<file path="src/rtl/hazard_ctrl.sv">
// Hazard/stall controller for the 5-stage RV32 pipeline: load-use, branch-in-ID deps, dmem waits.
// Optional performance counters are built only when HAZARD_CTRL_PERF_EN is defined.
module hazard_ctrl #(
  parameter int MEM_TIMEOUT = 16,
  parameter int CNT_W       = 32
) (
  input  logic             clk,
  input  logic             rst,
  input  logic [4:0]       AA,
  input  logic [4:0]       BA,
  input  logic             USE_A,
  input  logic             USE_B,
  input  logic             BR,
  input  logic             BR_TAKEN,
  input  logic [4:0]       ID_EX_DA,
  input  logic             ID_EX_RW,
  input  logic             ID_EX_MR,
  input  logic [4:0]       EX_MEM_DA,
  input  logic             EX_MEM_MR,
  input  logic             DMEM_REQ,
  input  logic             DMEM_ACK,
  output logic             PC_WE,
  output logic             IF_ID_WE,
  output logic             ID_EX_WE,
  output logic             EX_MEM_WE,
  output logic             IF_ID_FLUSH,
  output logic             ID_EX_FLUSH,
  output logic             MEM_WB_FLUSH,
  output logic             MEM_ERR,
  output logic [CNT_W-1:0] STALL_CNT,
  output logic [CNT_W-1:0] FLUSH_CNT,
  output logic [CNT_W-1:0] MWAIT_CNT
);

  typedef enum logic [1:0] {RUN, MWAIT, HALT} state_t;

  localparam logic [7:0] WLAST = 8'(MEM_TIMEOUT - 1);

  state_t     state, state_nxt;
  logic [7:0] wcnt, wcnt_nxt;

  logic m_a, m_b, hit_ex, hit_mem;
  logic load_use, br_dep, dstall, freeze, br_flush;

  // x0 is hardwired zero, so it never creates a dependency
  assign m_a      = USE_A & (AA != 5'd0);
  assign m_b      = USE_B & (BA != 5'd0);
  assign hit_ex   = ((ID_EX_DA == AA) & m_a) | ((ID_EX_DA == BA) & m_b);
  assign hit_mem  = ((EX_MEM_DA == AA) & m_a) | ((EX_MEM_DA == BA) & m_b);
  assign load_use = ID_EX_MR & hit_ex;
  assign br_dep   = BR & ((ID_EX_RW & hit_ex) | (EX_MEM_MR & hit_mem));
  assign dstall   = load_use | br_dep;
  assign freeze   = DMEM_REQ & ~DMEM_ACK;

  always_ff @(posedge clk) begin
    if (rst) begin
      state <= RUN;
      wcnt  <= 8'd0;
    end else begin
      state <= state_nxt;
      wcnt  <= wcnt_nxt;
    end
  end

  always_comb begin
    state_nxt = state;
    wcnt_nxt  = wcnt;
    case (state)
      RUN: begin
        wcnt_nxt = 8'd0;
        if (freeze) begin
          state_nxt = MWAIT;
          wcnt_nxt  = 8'd1;
        end
      end
      MWAIT: begin
        if (!freeze) begin
          state_nxt = RUN;
          wcnt_nxt  = 8'd0;
        end else if (wcnt == WLAST) begin
          state_nxt = HALT;
          wcnt_nxt  = 8'd0;
        end else begin
          wcnt_nxt = wcnt + 8'd1;
        end
      end
      HALT:    wcnt_nxt = 8'd0;
      default: begin
        state_nxt = RUN;
        wcnt_nxt  = 8'd0;
      end
    endcase
  end

  // Priority: reset/halt > dmem freeze > data stall > taken branch > run
  always_comb begin
    PC_WE        = 1'b1;
    IF_ID_WE     = 1'b1;
    ID_EX_WE     = 1'b1;
    EX_MEM_WE    = 1'b1;
    IF_ID_FLUSH  = 1'b0;
    ID_EX_FLUSH  = 1'b0;
    MEM_WB_FLUSH = 1'b0;
    br_flush     = 1'b0;
    if (rst || state == HALT) begin
      PC_WE        = 1'b0;
      IF_ID_WE     = 1'b0;
      ID_EX_WE     = 1'b0;
      EX_MEM_WE    = 1'b0;
      IF_ID_FLUSH  = 1'b1;
      ID_EX_FLUSH  = 1'b1;
      MEM_WB_FLUSH = 1'b1;
    end else if (freeze) begin
      PC_WE        = 1'b0;
      IF_ID_WE     = 1'b0;
      ID_EX_WE     = 1'b0;
      EX_MEM_WE    = 1'b0;
      MEM_WB_FLUSH = 1'b1;
    end else if (dstall) begin
      PC_WE       = 1'b0;
      IF_ID_WE    = 1'b0;
      ID_EX_FLUSH = 1'b1;
    end else if (BR_TAKEN) begin
      IF_ID_FLUSH = 1'b1;
      br_flush    = 1'b1;
    end
  end

  assign MEM_ERR = (state == HALT) & ~rst;

`ifdef HAZARD_CTRL_PERF_EN
  function automatic logic [CNT_W-1:0] sat_inc(input logic [CNT_W-1:0] v);
    return (v == {CNT_W{1'b1}}) ? v : v + CNT_W'(1);
  endfunction

  logic [CNT_W-1:0] stall_cnt, flush_cnt, mwait_cnt;
  logic             live;

  assign live = ~rst & (state != HALT);

  always_ff @(posedge clk) begin
    if (rst) begin
      stall_cnt <= '0;
      flush_cnt <= '0;
      mwait_cnt <= '0;
    end else begin
      if (live & dstall & ~freeze) stall_cnt <= sat_inc(stall_cnt);
      if (live & br_flush)         flush_cnt <= sat_inc(flush_cnt);
      if (live & freeze)           mwait_cnt <= sat_inc(mwait_cnt);
    end
  end

  assign STALL_CNT = stall_cnt;
  assign FLUSH_CNT = flush_cnt;
  assign MWAIT_CNT = mwait_cnt;
`else
  assign STALL_CNT = '0;
  assign FLUSH_CNT = '0;
  assign MWAIT_CNT = '0;
`endif

endmodule

</file>
<file path="config.mk">
export PLATFORM = sky130hd
export DESIGN_NAME = hazard_ctrl
export DESIGN_NICKNAME = d
export VERILOG_FILES = /design/src/rtl/hazard_ctrl.sv
export SDC_FILE = /design/constraint.sdc
export NUM_CORES = 1
export LEC_CHECK = 0
export BUFFER_PORTS_ARGS = -buffer_cell sky130_fd_sc_hd__buf_2
export CORE_UTILIZATION = 30
export CTS_CLUSTER_DIAMETER = 100
export DETAILED_ROUTE_END_ITERATION = 10
export PLACE_DENSITY = 0.67
export SLEW_MARGIN = 20
export SYNTH_ARGS = -nofsm -noshare
export SYNTH_HDL_FRONTEND = slang
export SYNTH_SLANG_ARGS = --single-unit
</file>
<file path="constraint.sdc">
create_clock -name clk -period 4.1 [get_ports clk]
set_input_delay 0.615 -clock clk [delete_from_list [all_inputs] [get_ports clk]]
set_output_delay 0.615 -clock clk [all_outputs]
set_load 0.01 [all_outputs]
</file>
======== Word level (Yosys, flattened, before mapping) ========
Index checks and enable logic that the tools add are counted.
cells by class
  $add $sub $neg .......................... 1
  multipliers ............................. 0
  div/mod/pow operators ................... 0
  order comparisons ....................... 0
  equal/unequal tests ..................... 9
  shift operators ......................... 0
  multiplexer cells ....................... 22
  bitwise logic cells ..................... 19
  reductions and logical operators ........ 5
operator list
  kind                                            number
  == test 5 bit                                   4
  2-to-1 mux 8 bit                                2
  one-hot mux 8 bit (2 select lines)              1
  2-to-1 mux 1 bit                                15
  bitwise AND 1 bit                               12
  nonzero test 5 bit                              2
  adder 8 x 1 -> 8 bit (second input constant)    1
  == test 8 x 4 -> 1 bit (second input constant)  1
  2-to-1 mux 2 bit                                3
  one-hot mux 2 bit (3 select lines)              1
  OR 1 bit                                        4
  inequality test 3 bit (second input constant)   1
  NOT 1 bit                                       3
  AND reduction 3 bit                             1
  == test 2 x 1 -> 1 bit (second input constant)  1
  == test 2 bit (second input constant)           1
  zero test 2 bit                                 1
  inequality test 2 bit (second input constant)   1
  logical OR 1 bit                                1
word-level totals
  bits in registers ....................... 10
  bits in latches ......................... 0
  RAM bits ................................ 0
  ROM bits ................................ 0
  output and inout port bits .............. 104
  memories ................................ 0

======== Depth between registers and ports, before layout ========
Gate-level depths: netlist of the first run.
  word-level depth ........................ 11
  mapped depth ............................ 6

======== Worst setup path before layout of the first run ========
OpenSTA, ideal clock, no wires.
  kind .................................... input to output
  start ................................... input BA[1]
  end ..................................... output PC_WE
  data arrival time ....................... 2.014 ns
  required time ........................... 3.485 ns
  path slack .............................. 1.471 ns
  stages .................................. 6
  buffers on the path ..................... 1
  path through ............................ or4_1 > o21ai_2 > or4_4 > a21oi_1 > nor3_1 > buf_4
between the ends
  cells in the longest elaborated chain, start to end .. 11
  elaborated cells between the ends (all ways) .. 17
ends and longest elaborated chain
  item                                         RTL line  text
  start, declared                              10        input logic [4:0] BA,
  nonzero test 5 bit                           47        assign m_b = USE_B & (BA != 5'd0);
  bitwise AND 1 bit                            47
  bitwise AND 1 bit, on equally long branches  48, 49
  OR 1 bit, on equally long branches           48, 49
  bitwise AND 1 bit                            51        assign br_dep = BR & ((ID_EX_RW & hit_ex) | (EX_MEM_MR & hit_mem));
  OR 1 bit                                     51
  bitwise AND 1 bit                            51
  OR 1 bit *                                   52        assign dstall = load_use | br_dep;
  2-to-1 mux 1 bit * (3 in series)             n/a
  end, declared                                22        output logic PC_WE,
Every way passes the cells marked *; elsewhere a longest branch is shown, timed or not.

======== Final worst setup path of the first run ========
  start ................................... input AA[1]
  end ..................................... output IF_ID_WE
between the ends
  cells in the longest elaborated chain, start to end .. 11
  elaborated cells between the ends (all ways) .. 17
ends and longest elaborated chain
  item                                         RTL line  text
  start, declared                              9         input logic [4:0] AA,
  nonzero test 5 bit                           46        assign m_a = USE_A & (AA != 5'd0);
  bitwise AND 1 bit                            46
  bitwise AND 1 bit, on equally long branches  48, 49
  OR 1 bit, on equally long branches           48, 49
  bitwise AND 1 bit                            51
  OR 1 bit                                     51
  bitwise AND 1 bit                            51
  OR 1 bit *                                   52
  2-to-1 mux 1 bit *                           119       end else if (dstall) begin
  2-to-1 mux 1 bit *                           113       end else if (freeze) begin
  2-to-1 mux 1 bit *                           105       if (rst || state == HALT) begin
  end, declared                                23        output logic IF_ID_WE,
Marks and branches as above.

==> metrics.md, run 1 <==
| Metric | Value |
|---|---|
| Outcome | finished, final reports clean |
| Switch share | 34.1% |
| Simple-Gate Fraction of Synth Area | 14.1% |
| Share of layout cells above drive strength 1 | 20.8% |
| CTS resizes | 0 |
| Final GP Congestion | 0.759 |
| GRT Overall Usage | 8.63% |
| Count of distinct cell types in the synthesized netlist | 27 |
| HP Class | reg2reg |
| Kind of critical path | in2out |
| Final Cell Area | 1450 um^2 |
| Largest net degree at the start of global routing | 7 |
| Crit path time final | 2.68 ns |
| Pint | 0.212 mW |
| Worst Setup Start Kind | input pin |
| CTS max path bufs | 2 |
| Area Growth Syn to Fin | -3.35% |
| Layout Nets | 264 |
| Final setup viols | 0 |
| Post-synthesis sequential area ratio | 13.4% |
| Clk pwr share | 38.3% |
| TNS Setup | 0 ns |
| DRT Pass-1 Iters | 4 |
| Synth Cell Area | 1500 um^2 |
| Area contributors post-synth | buf_4 (49%), dfxtp_1 (13%), xnor2_1 (7.6%) |
| Sequential share of power | 30.8% |
| WP data required | 3.48 ns |
| Vias | 999 |
| Clk sinks | 10 |
| WHS | 0.495 ns |
| Most frequent cells after synthesis | buf_4 (98), xnor2_1 (13), xor2_1 (13) |
| Pwr dens | 223 nW/um^2 |
| Vias in the first global route | 777 |
| Inst Count DP | 294 |
| 1st-iter DRT viols | 11 |
| XOR/XNOR share of the synthesized area | 15.2% |
| IO Port Bufs | 38 |
| CTS tree | done |
| Vias per Instance | 3.35 |
| Most frequent cell after synthesis | buf_4 |
| Cts hold-fix bufs | 0 |
| Total design power | 0.322 mW |
| Routed WL | 2.29 mm |
| Post-synth top area share | 49.2% |
| Final Hold Viols | 0 |
| Ant diodes | 0 |
| Clk_lat worst skew | 0.24 ns |
| Initial antenna violation count | 0 |
| Fmax | 373 MHz |
| Die Ht | 72.6 um |
| Syn_area_per_cell | 7.79 um^2 |
| VDD IR max | 0.0000844 V |
| Post-Synth Adder-Cell Area | 0.837% |
| Full die area | 5270 um^2 |
| Max Fanout on Critical Path | 3 |
| First-pass GRT wire length | 3.39 mm |
| H-tree lvl count | 1 |
| Synth Register Bits | 10 |
| Synth Area in Compound Gates | 5.77% |
| Syn. warnings | 0 |
| GR Overflow Total | 0 |
| DP HPWL | 2.05 mm |
| Multiplexer area fraction after synthesis | 0% |
| Sw Pwr | 0.110 mW |
| Max Transition Viols Final | 0 |
| Leakage power | 0.762 nW |
| Setup Skew | 0.000491 ns |
| CTS buffer count | 3 |
| Final ANT Viol Nets | 0 |
| Post-synth ARST share | 0% |
| Starting Density | 31.4% |
| CP arrival | 2.07 ns |
| Worst setup EP type | output pin |
| DRC viols | 0 |
| Post-CTS Setup Bufs | 0 |
| Clk pin slew, worst setup/hold paths | 0.05 ns |
| Unrepaired setup endpoints after global routing | false |
| Ys flop type | dfxtp_1 |
| Mapped Cells | 192 |
| Post-DP Area | 1390 um^2 |
| Core area | 4750 um^2 |
| Final period util | 65.4% |
| FP Rows | 25 |
| Die W | 72.6 um |
| Combinational share of power | 30.9% |
| Maxcap violations | 0 |
| Io pins | 135 |
| WL per Instance | 7.68 um |
| CTS root buf | clkbuf_8 |
| Main combinational cell family by area after synthesis | buffers and inverters |
| Number of synthesized flops with an enable pin | 0 |
| Area leader, netlist | buf_4 |
| Finished Layout Cells | 298 |
worst max-delay path: stages:
cell     delay, ns
buf_2         0.12
or4_1         0.54
o21ai_2       0.15
or4_1         0.16
a21oi_1       0.10
nor3_1        0.20
buf_2         0.18
logic make-up (layout without fill, tap and decap cells):
group           after synthesis  count (layout)
buf+inv                     103              47
other cells                   1              96
xor+xnor                     26              26
compound gates               11              11
simple gates                 40              40
flops                        10              10
fa+ha+maj                     1               1
area by class of cell:
class | count | area [um^2]
Tap cell | 67 | 83.8
Clock buffer | 4 | 55.1
Timing Repair Buffer | 38 | 190
Inverter | 5 | 18.8
Sequential cell | 10 | 200
Multi-Input combinational cell | 174 | 897
Fill cell | 533 | 3310
worst paths after layout:
kind | slack (ns) | startpoint | depth (start not counted) | end
worst max-delay path | 1.42 | AA[1] | 7 | IF_ID_WE
worst min-delay path | 0.49 | state[0] | 1 | wcnt[0]
worst max register to register | 2.75 | wcnt[0] | 5 | wcnt[5]
worst min register to register | 0.49 | state[0] | 1 | wcnt[0]
stage by stage:
step                utilization, %  setup slack [ns]
global route                  30.4              1.29
detailed placement            29.2              1.42
finish                        30.4              1.42
floorplan                        -              1.47
global placement              29.2              1.44
CTS                           30.4              1.42
registers in the layout, summed over array words and instances, names as in the netlist:
register	count
state	2
wcnt	8
layout by cell type (no fill, tap or decap), drive strengths merged, types with 2 or more instances in the layout:
cell type  synthesis  routed
o21ai              2       2
xnor2             13      13
nand2b             3       3
nand2              8       8
nand3              7       7
nor2               8       8
dfxtp             10      10
o22ai              2       2
buf               98      38
xor2              13      13
inv                5       5
nor4               3       3
a21oi              4       4
or4                4       4
clkbuf             0       4
nor3               2       2
conb               1      96
layer usage:
layer  part of all wire (%)  track usage [%]  vias to the layer above
met5                      0                0                        -
met4                    1.5             3.92                        0
met3                    9.7             2.76                        4
met2                     52             15.2                       65
met1                     37             9.45                      427
li1                       -                -                      503
power groups by stage:
stage / sequential, mW / clock, mW / combinational (mW)
global placement: 0.101 / 0 / 0.0980
CTS: 0.0991 / 0.129 / 0.0986
global route: 0.0991 / 0.134 / 0.112
floorplan: 0.101 / 0 / 0.137
detailed placement: 0.101 / 0 / 0.0984
finish: 0.0992 / 0.123 / 0.0994
Note: power is estimated with default switching activity, not from simulation.
==> run 2, diff against run 1 <==
--- a/config.mk
+++ b/config.mk
@@ -9,7 +9,7 @@
 export CORE_UTILIZATION = 30
 export CTS_CLUSTER_DIAMETER = 100
 export DETAILED_ROUTE_END_ITERATION = 10
-export PLACE_DENSITY = 0.67
+export PLACE_DENSITY = 0.69
 export SLEW_MARGIN = 20
 export SYNTH_ARGS = -nofsm -noshare
 export SYNTH_HDL_FRONTEND = slang
==> constraint.sdc (replaced) <==
create_clock -name clk -period 2.27 [get_ports clk]
set_input_delay 0.3405 -clock clk [delete_from_list [all_inputs] [get_ports clk]]
set_output_delay 0.3405 -clock clk [all_outputs]
set_load 0.01 [all_outputs]
==> run 2 against run 1 <==
Effect of this change: critical path depth stayed put; hold slack got worse by 0.11 ns; final area rose by 0.35%; core utilization is 0.11 points higher; clock-buffer cell count is the same; largest power group unchanged; highest routed layer is now met3.
==> metrics.md, run 2 (synthesis results as in run 1) <==
| Metric | Value |
|---|---|
| Outcome | finished, final reports clean |
| Worst setup EP type | output pin |
| HP Class | in2reg |
| Commonest non-fill, non-tap cell in the layout | conb_1 |
| Max Transition Viols Final | 0 (unchanged) |
| Most used cell, CP | buf_2 |
| Final Hold Viols | 0 (unchanged) |
| Most frequent cells in the layout | conb_1 (96), buf_2 (38), xnor2_1 (13), xor2_1 (13), dfxtp_1 (10) |
| Biggest regs | wcnt (8), state (2) |
| Unrepaired setup endpoints after global routing | false |
| Pwr dens | 402 nW/um^2 (+80%) |
| First-pass GRT wire length | 3.37 mm (-0.80%) |
| Worst R2R Path Depth | 5 (unchanged) |
| Worst Setup Start Kind | input pin |
| Routed WL | 2.36 mm (+3.0%) |
| Met1 wire length | 899 um (+7.3%) |
| Die Ht | 72.6 um (unchanged) |
| Layout Nets | 264 (unchanged) |
| Vias in the first global route | 769 (-1.0%) |
| Highest Signal Layer | met3 |
| Clk pin slew, worst setup/hold paths | 0.05 ns (about the same) |
| CTS max path bufs | 2 (unchanged) |
| Kind of critical path | in2out |
| TNS Setup | 0 ns (unchanged) |
| Final setup viols | 0 (unchanged) |
| WP data required | 1.93 ns (-1.55 ns) |
| Path length in cells of the critical path | 7 (unchanged) |
| Die W | 72.6 um (unchanged) |
| CTS root buf | clkbuf_8 |
| Share of layout cells above drive strength 1 | 21.2% (+0.43 points) |
| Leakage power | 0.762 nW (about the same) |
| Core area | 4750 um^2 (unchanged) |
| GRT Overall Usage | 8.26% (-0.38 points) |
| Maxcap violations | 0 (unchanged) |
| Vias | 1014 (+1.5%) |
| Max reg flops | 8 (unchanged) |
| Slowest cell delay on critical path | 0.55 ns (about the same) |
| Cts hold-fix bufs | 0 (unchanged) |
| CTS buffer count | 3 (unchanged) |
| Crit path time final | 2.17 ns |
| Clk sinks | 10 (unchanged) |
| DRC viols | 0 (unchanged) |
| Final GP Congestion | 0.741 (-2.4%) |
| Cell Chain, Critical Path | buf_2 > or4_1 > o21ai_2 > or4_4 > a21oi_1 > o31ai_2 > buf_2 |
| Full die area | 5270 um^2 (unchanged) |
| Initial antenna violation count | 0 (unchanged) |
| Final period util | 95.4% |
| Vias per Instance | 3.40 (+1.5%) |
| FP Rows | 25 (unchanged) |
| Setup Skew | 0.00193 ns (+0.00144 ns) |
| Fmax | 462 MHz |
| CP arrival | 1.82 ns (-0.25 ns) |
| Total design power | 0.583 mW (+81%) |
| GR Overflow Total | 0 (unchanged) |
| WL per Instance | 7.91 um (+3.0%) |
| Met2 wire len | 1.26 mm (+5.5%) |
| Biggest register | wcnt |
| Routed wl met3 | 197 um (-11%) |
| Multi-input gate area | 902 um^2 (+0.56%) |
| Fillcell total | 563 (+5.6%) |
| Crit-path leading delay family | simple AND/OR/NAND/NOR gates |
| DRT Pass-1 Iters | 4 (unchanged) |
| Largest net degree at the start of global routing | 7 (unchanged) |
| Starting Density | 31.4% (unchanged) |
| CP bufs+invs | 2 (unchanged) |
| Clk_lat worst skew | 0.24 ns (about the same) |
| VDD IR max | 0.000178 V (+110%) |
| Io pins | 135 (unchanged) |
| Max Fanout on Critical Path | 3 (unchanged) |
| WHS Path Cells | 2 (+1) |
| Crit-path slowest cell | or4_1 |
| 1st-iter DRT viols | 19 (+8) |
| DP HPWL | 2.10 mm (+2.4%) |
| Area Growth Syn to Fin | -3.01% |
| H-tree lvl count | 1 (unchanged) |
| IO Port Bufs | 38 (unchanged) |
| CTS tree | done |
| Seq. cell area | 200 um^2 (unchanged) |
| Final ANT Viol Nets | 0 (unchanged) |
| Ant diodes | 0 (unchanged) |
run 2: timing repair:
| action | 4_1_cts | 5_1_grt |
|---|---|---|
| setup endpoints to repair | 0 | 1 |
| hold endpoints to repair | 0 | 0 |
| gates resized for setup | 0 | 1 |
| setup buffers | 0 | 0 |
run 2: layer usage:
layer / up-vias / GRT usage (%)
met1: 450 / 9.46
met5: - / 0
li1: 502 / -
met3: 0 / 2.49
met4: 0 / 0.654
met2: 62 / 15.6
run 2: path summary, 6_finish.rpt:
| check | from | endpoint | slack [ns] |
|---|---|---|---|
| max | BA[1] | IF_ID_FLUSH | 0.10 |
| min | rst | state[1] | 0.39 |
| max reg2reg | wcnt[0] | wcnt[3] | 0.92 |
| min reg2reg | state[0] | state[0] | 0.49 |
run 2: where the power goes:
part / internal [mW] / switching [mW] / total (mW)
Combinational: 0.0537 / 0.127 / 0.181
Clock: 0.153 / 0.0705 / 0.223
Sequential: 0.177 / 0.00161 / 0.179
Total: 0.384 / 0.199 / 0.583
run 2: layout make-up:
| cell class | instances | area share (%) |
|---|---|---|
| clock buffers | 4 | 3.80 |
| inverters | 5 | 1.29 |
| multi-input cells | 174 | 62.2 |
| flip-flops and latches | 10 | 13.8 |
| well taps | 67 | 5.78 |
| repair buffers | 38 | 13.1 |
run 2: stage by stage:
| stage | hold WS [ns] | worst slack, ns | instances | util [%] | area, um^2 |
|---|---|---|---|---|---|
| final | 0.389 | 0.105 | 298 | 30.5 | 1450 |
| after global routing | 0.394 | 0.00717 | 298 | 30.5 | 1450 |
| after CTS | 0.382 | 0.0710 | 298 | 30.4 | 1450 |
| after detailed placement | 0.480 | 0.0778 | 294 | 29.2 | 1390 |
| after global placement | 0.472 | 0.108 | 294 | 29.2 | 1390 |
| after floorplan | 0.454 | 0.190 | 287 | - | 1850 |
==> run 3, diff against run 2 <==
--- a/config.mk
+++ b/config.mk
@@ -6,10 +6,11 @@
 export NUM_CORES = 1
 export LEC_CHECK = 0
 export BUFFER_PORTS_ARGS = -buffer_cell sky130_fd_sc_hd__buf_2
+export CAP_MARGIN = 20
 export CORE_UTILIZATION = 30
 export CTS_CLUSTER_DIAMETER = 100
 export DETAILED_ROUTE_END_ITERATION = 10
-export PLACE_DENSITY = 0.69
+export PLACE_DENSITY = 0.67
 export SLEW_MARGIN = 20
 export SYNTH_ARGS = -nofsm -noshare
 export SYNTH_HDL_FRONTEND = slang
==> constraint.sdc (replaced) <==
create_clock -name clk -period 2.4 [get_ports clk]
set_input_delay 0.36 -clock clk [delete_from_list [all_inputs] [get_ports clk]]
set_output_delay 0.36 -clock clk [all_outputs]
set_load 0.01 [all_outputs]
==> run 3 against run 2 <==
Effect of this change: via count rose by 0.39%; sequential power shrank 6%; global-route usage up 0.11 points; clock power decreased by 6%; flip-flop and latch count did not move; sequential share of layout area hardly changed; critical path depth unchanged; core utilization decreased by 0.11 points; register-to-register slack improved by 0.16 ns; largest power group unchanged.
==> metrics.md, run 3 (synthesis results as in run 1) <==
| Metric | Value |
|---|---|
| Outcome | finished, final reports clean |
| Maxcap violations | 0 (unchanged) |
| IO Port Bufs | 38 (unchanged) |
| Clk_lat worst skew | 0.23 ns (about the same) |
| Slowest cell delay on critical path | 0.54 ns (about the same) |
| WL per Instance | 7.66 um (-3.1%) |
| Commonest non-fill, non-tap cell in the layout | conb_1 |
| FF-to-FF Start | wcnt[0] |
| Share of layout cells above drive strength 1 | 20.8% (-0.43 points) |
| CTS root buf | clkbuf_8 |
| Die Ht | 72.6 um (unchanged) |
| DP HPWL | 2.06 mm (-1.8%) |
| 1st-iter DRT viols | 9 (-10) |
| Starting Density | 31.4% (unchanged) |
| CTS buffer count | 3 (unchanged) |
| Worst setup EP type | output pin |
| Most frequent cells in the layout | conb_1 (96), buf_2 (38), xnor2_1 (13), xor2_1 (13), dfxtp_1 (10) |
| Area Growth Syn to Fin | -3.35% |
| Worst Hold End | state[1] |
| CP arrival | 1.80 ns (-0.02 ns) |
| TNS Setup | 0 ns (unchanged) |
| Unrepaired setup endpoints after global routing | false |
| Worst R2R Path Depth | 5 (unchanged) |
| HP Class | in2reg |
| FP Rows | 25 (unchanged) |
| CTS resizes | 0 (unchanged) |
| Crit path time final | 2.16 ns |
| First-pass GRT wire length | 3.32 mm (-1.5%) |
| Crit-path slowest cell | or4_1 |
| CTS tree | done |
| Fmax | 462 MHz |
| Leakage power | 0.762 nW (about the same) |
| WHS Path Cells | 2 (unchanged) |
| Vias | 1018 (+0.39%) |
| Critical path origin | AA[1] |
| Biggest register | wcnt |
| Core area | 4750 um^2 (unchanged) |
| Fin worst setup slack | 0.238 ns (+0.133 ns) |
| Io pins | 135 (unchanged) |
| H-tree lvl count | 1 (unchanged) |
| Reg-to-Reg End | wcnt[3] |
| Max reg flops | 8 (unchanged) |
| Final Hold Viols | 0 (unchanged) |
| VDD IR max | 0.000159 V (-11%) |
| WP data required | 2.04 ns (+0.11 ns) |
| Vias per Instance | 3.42 (+0.39%) |
| Max Transition Viols Final | 0 (unchanged) |
| DRT Pass-1 Iters | 4 (unchanged) |
| Final period util | 90.1% |
| GRT Overall Usage | 8.37% (+0.11 points) |
| Largest net degree at the start of global routing | 7 (unchanged) |
| Post-CTS Setup Bufs | 0 (unchanged) |
| Initial antenna violation count | 0 (unchanged) |
| Cell Chain, Critical Path | buf_2 > or4_1 > o21ai_2 > or4_1 > a21oi_1 > o31ai_2 > buf_2 |
| Routed WL | 2.28 mm (-3.1%) |
| Final setup viols | 0 (unchanged) |
| Setup Skew | 0.00120 ns (-0.000736 ns) |
| Clk sinks | 10 (unchanged) |
| Full die area | 5270 um^2 (unchanged) |
| Hold path start | rst |
| Clk pin slew, worst setup/hold paths | 0.05 ns (about the same) |
| Fillcell total | 536 (-4.8%) |
| DRC viols | 0 (unchanged) |
| Cts hold-fix bufs | 0 (unchanged) |
| Max Fanout on Critical Path | 3 (unchanged) |
| CTS max path bufs | 2 (unchanged) |
| Biggest regs | wcnt (8), state (2) |
| Worst Setup Start Kind | input pin |
| Layout Nets | 264 (unchanged) |
| GR Overflow Total | 0 (unchanged) |
| Pwr dens | 379 nW/um^2 (-5.6%) |
| R2R setup slack | 1.08 ns (+0.16 ns) |
| Ant diodes | 0 (unchanged) |
| Die W | 72.6 um (unchanged) |
| Vias in the first global route | 752 (-2.2%) |
| Kind of critical path | in2out |
| Final ANT Viol Nets | 0 (unchanged) |
| Final GP Congestion | 0.776 (+4.7%) |
| Setup WS pre-CTS | 0.236 ns (+0.158 ns) |
[run 3: power breakdown]
part           leakage, nW  total, mW  switching [mW]  internal, mW
Sequential          0.0808      0.169         0.00139         0.168
Clock               0.0288      0.209          0.0650         0.144
Combinational        0.652      0.170           0.120        0.0504
[run 3: layout make-up]
cell class	instances	area [um^2]	area share (%)
inverters	5	18.8	1.30
repair buffers	38	190	13.2
well taps	67	83.8	5.80
flip-flops and latches	10	200	13.9
clock buffers	4	55.1	3.81
multi-input cells	174	897	62.1
[run 3: how the worst max path moves through the flow]
| stage | to | depth (start not counted) |
|---|---|---|
| CTS | IF_ID_FLUSH | 7 |
| finish | IF_ID_FLUSH | 7 |
| global placement | IF_ID_FLUSH | 7 |
| detailed placement | IF_ID_FLUSH | 7 |
| global route | IF_ID_WE | 7 |
| floorplan | PC_WE | 6 |
[run 3: worst max-delay path, delay by kind of cell]
family	cells	cell delay, ns
buffers and inverters	2	0.29
and+or+nand+nor	2	0.70
AOI/OAI and AO/OA	3	0.46
[run 3: per-layer routing]
| layer | vias to the layer above | track usage (%) | wire, um |
|---|---|---|---|
| li1 | 502 | - | - |
| met3 | 4 | 3.31 | 240 |
| met4 | 0 | 2.61 | 23 |
| met5 | - | 0 | 0 |
| met2 | 67 | 14.6 | 1190 |
| met1 | 445 | 9.27 | 831 |
[run 3: through the flow]
step                      cells  total power [mW]  cell area (um^2)  util, %  hold WS [ns]
after floorplan             287             0.406              1850        -         0.454
after global placement      294             0.340              1390     29.2         0.473
after detailed placement    294             0.340              1390     29.2         0.480
after CTS                   298             0.554              1450     30.4         0.404
after global routing        298             0.588              1450     30.4         0.423
final                       298             0.548              1450     30.4         0.408
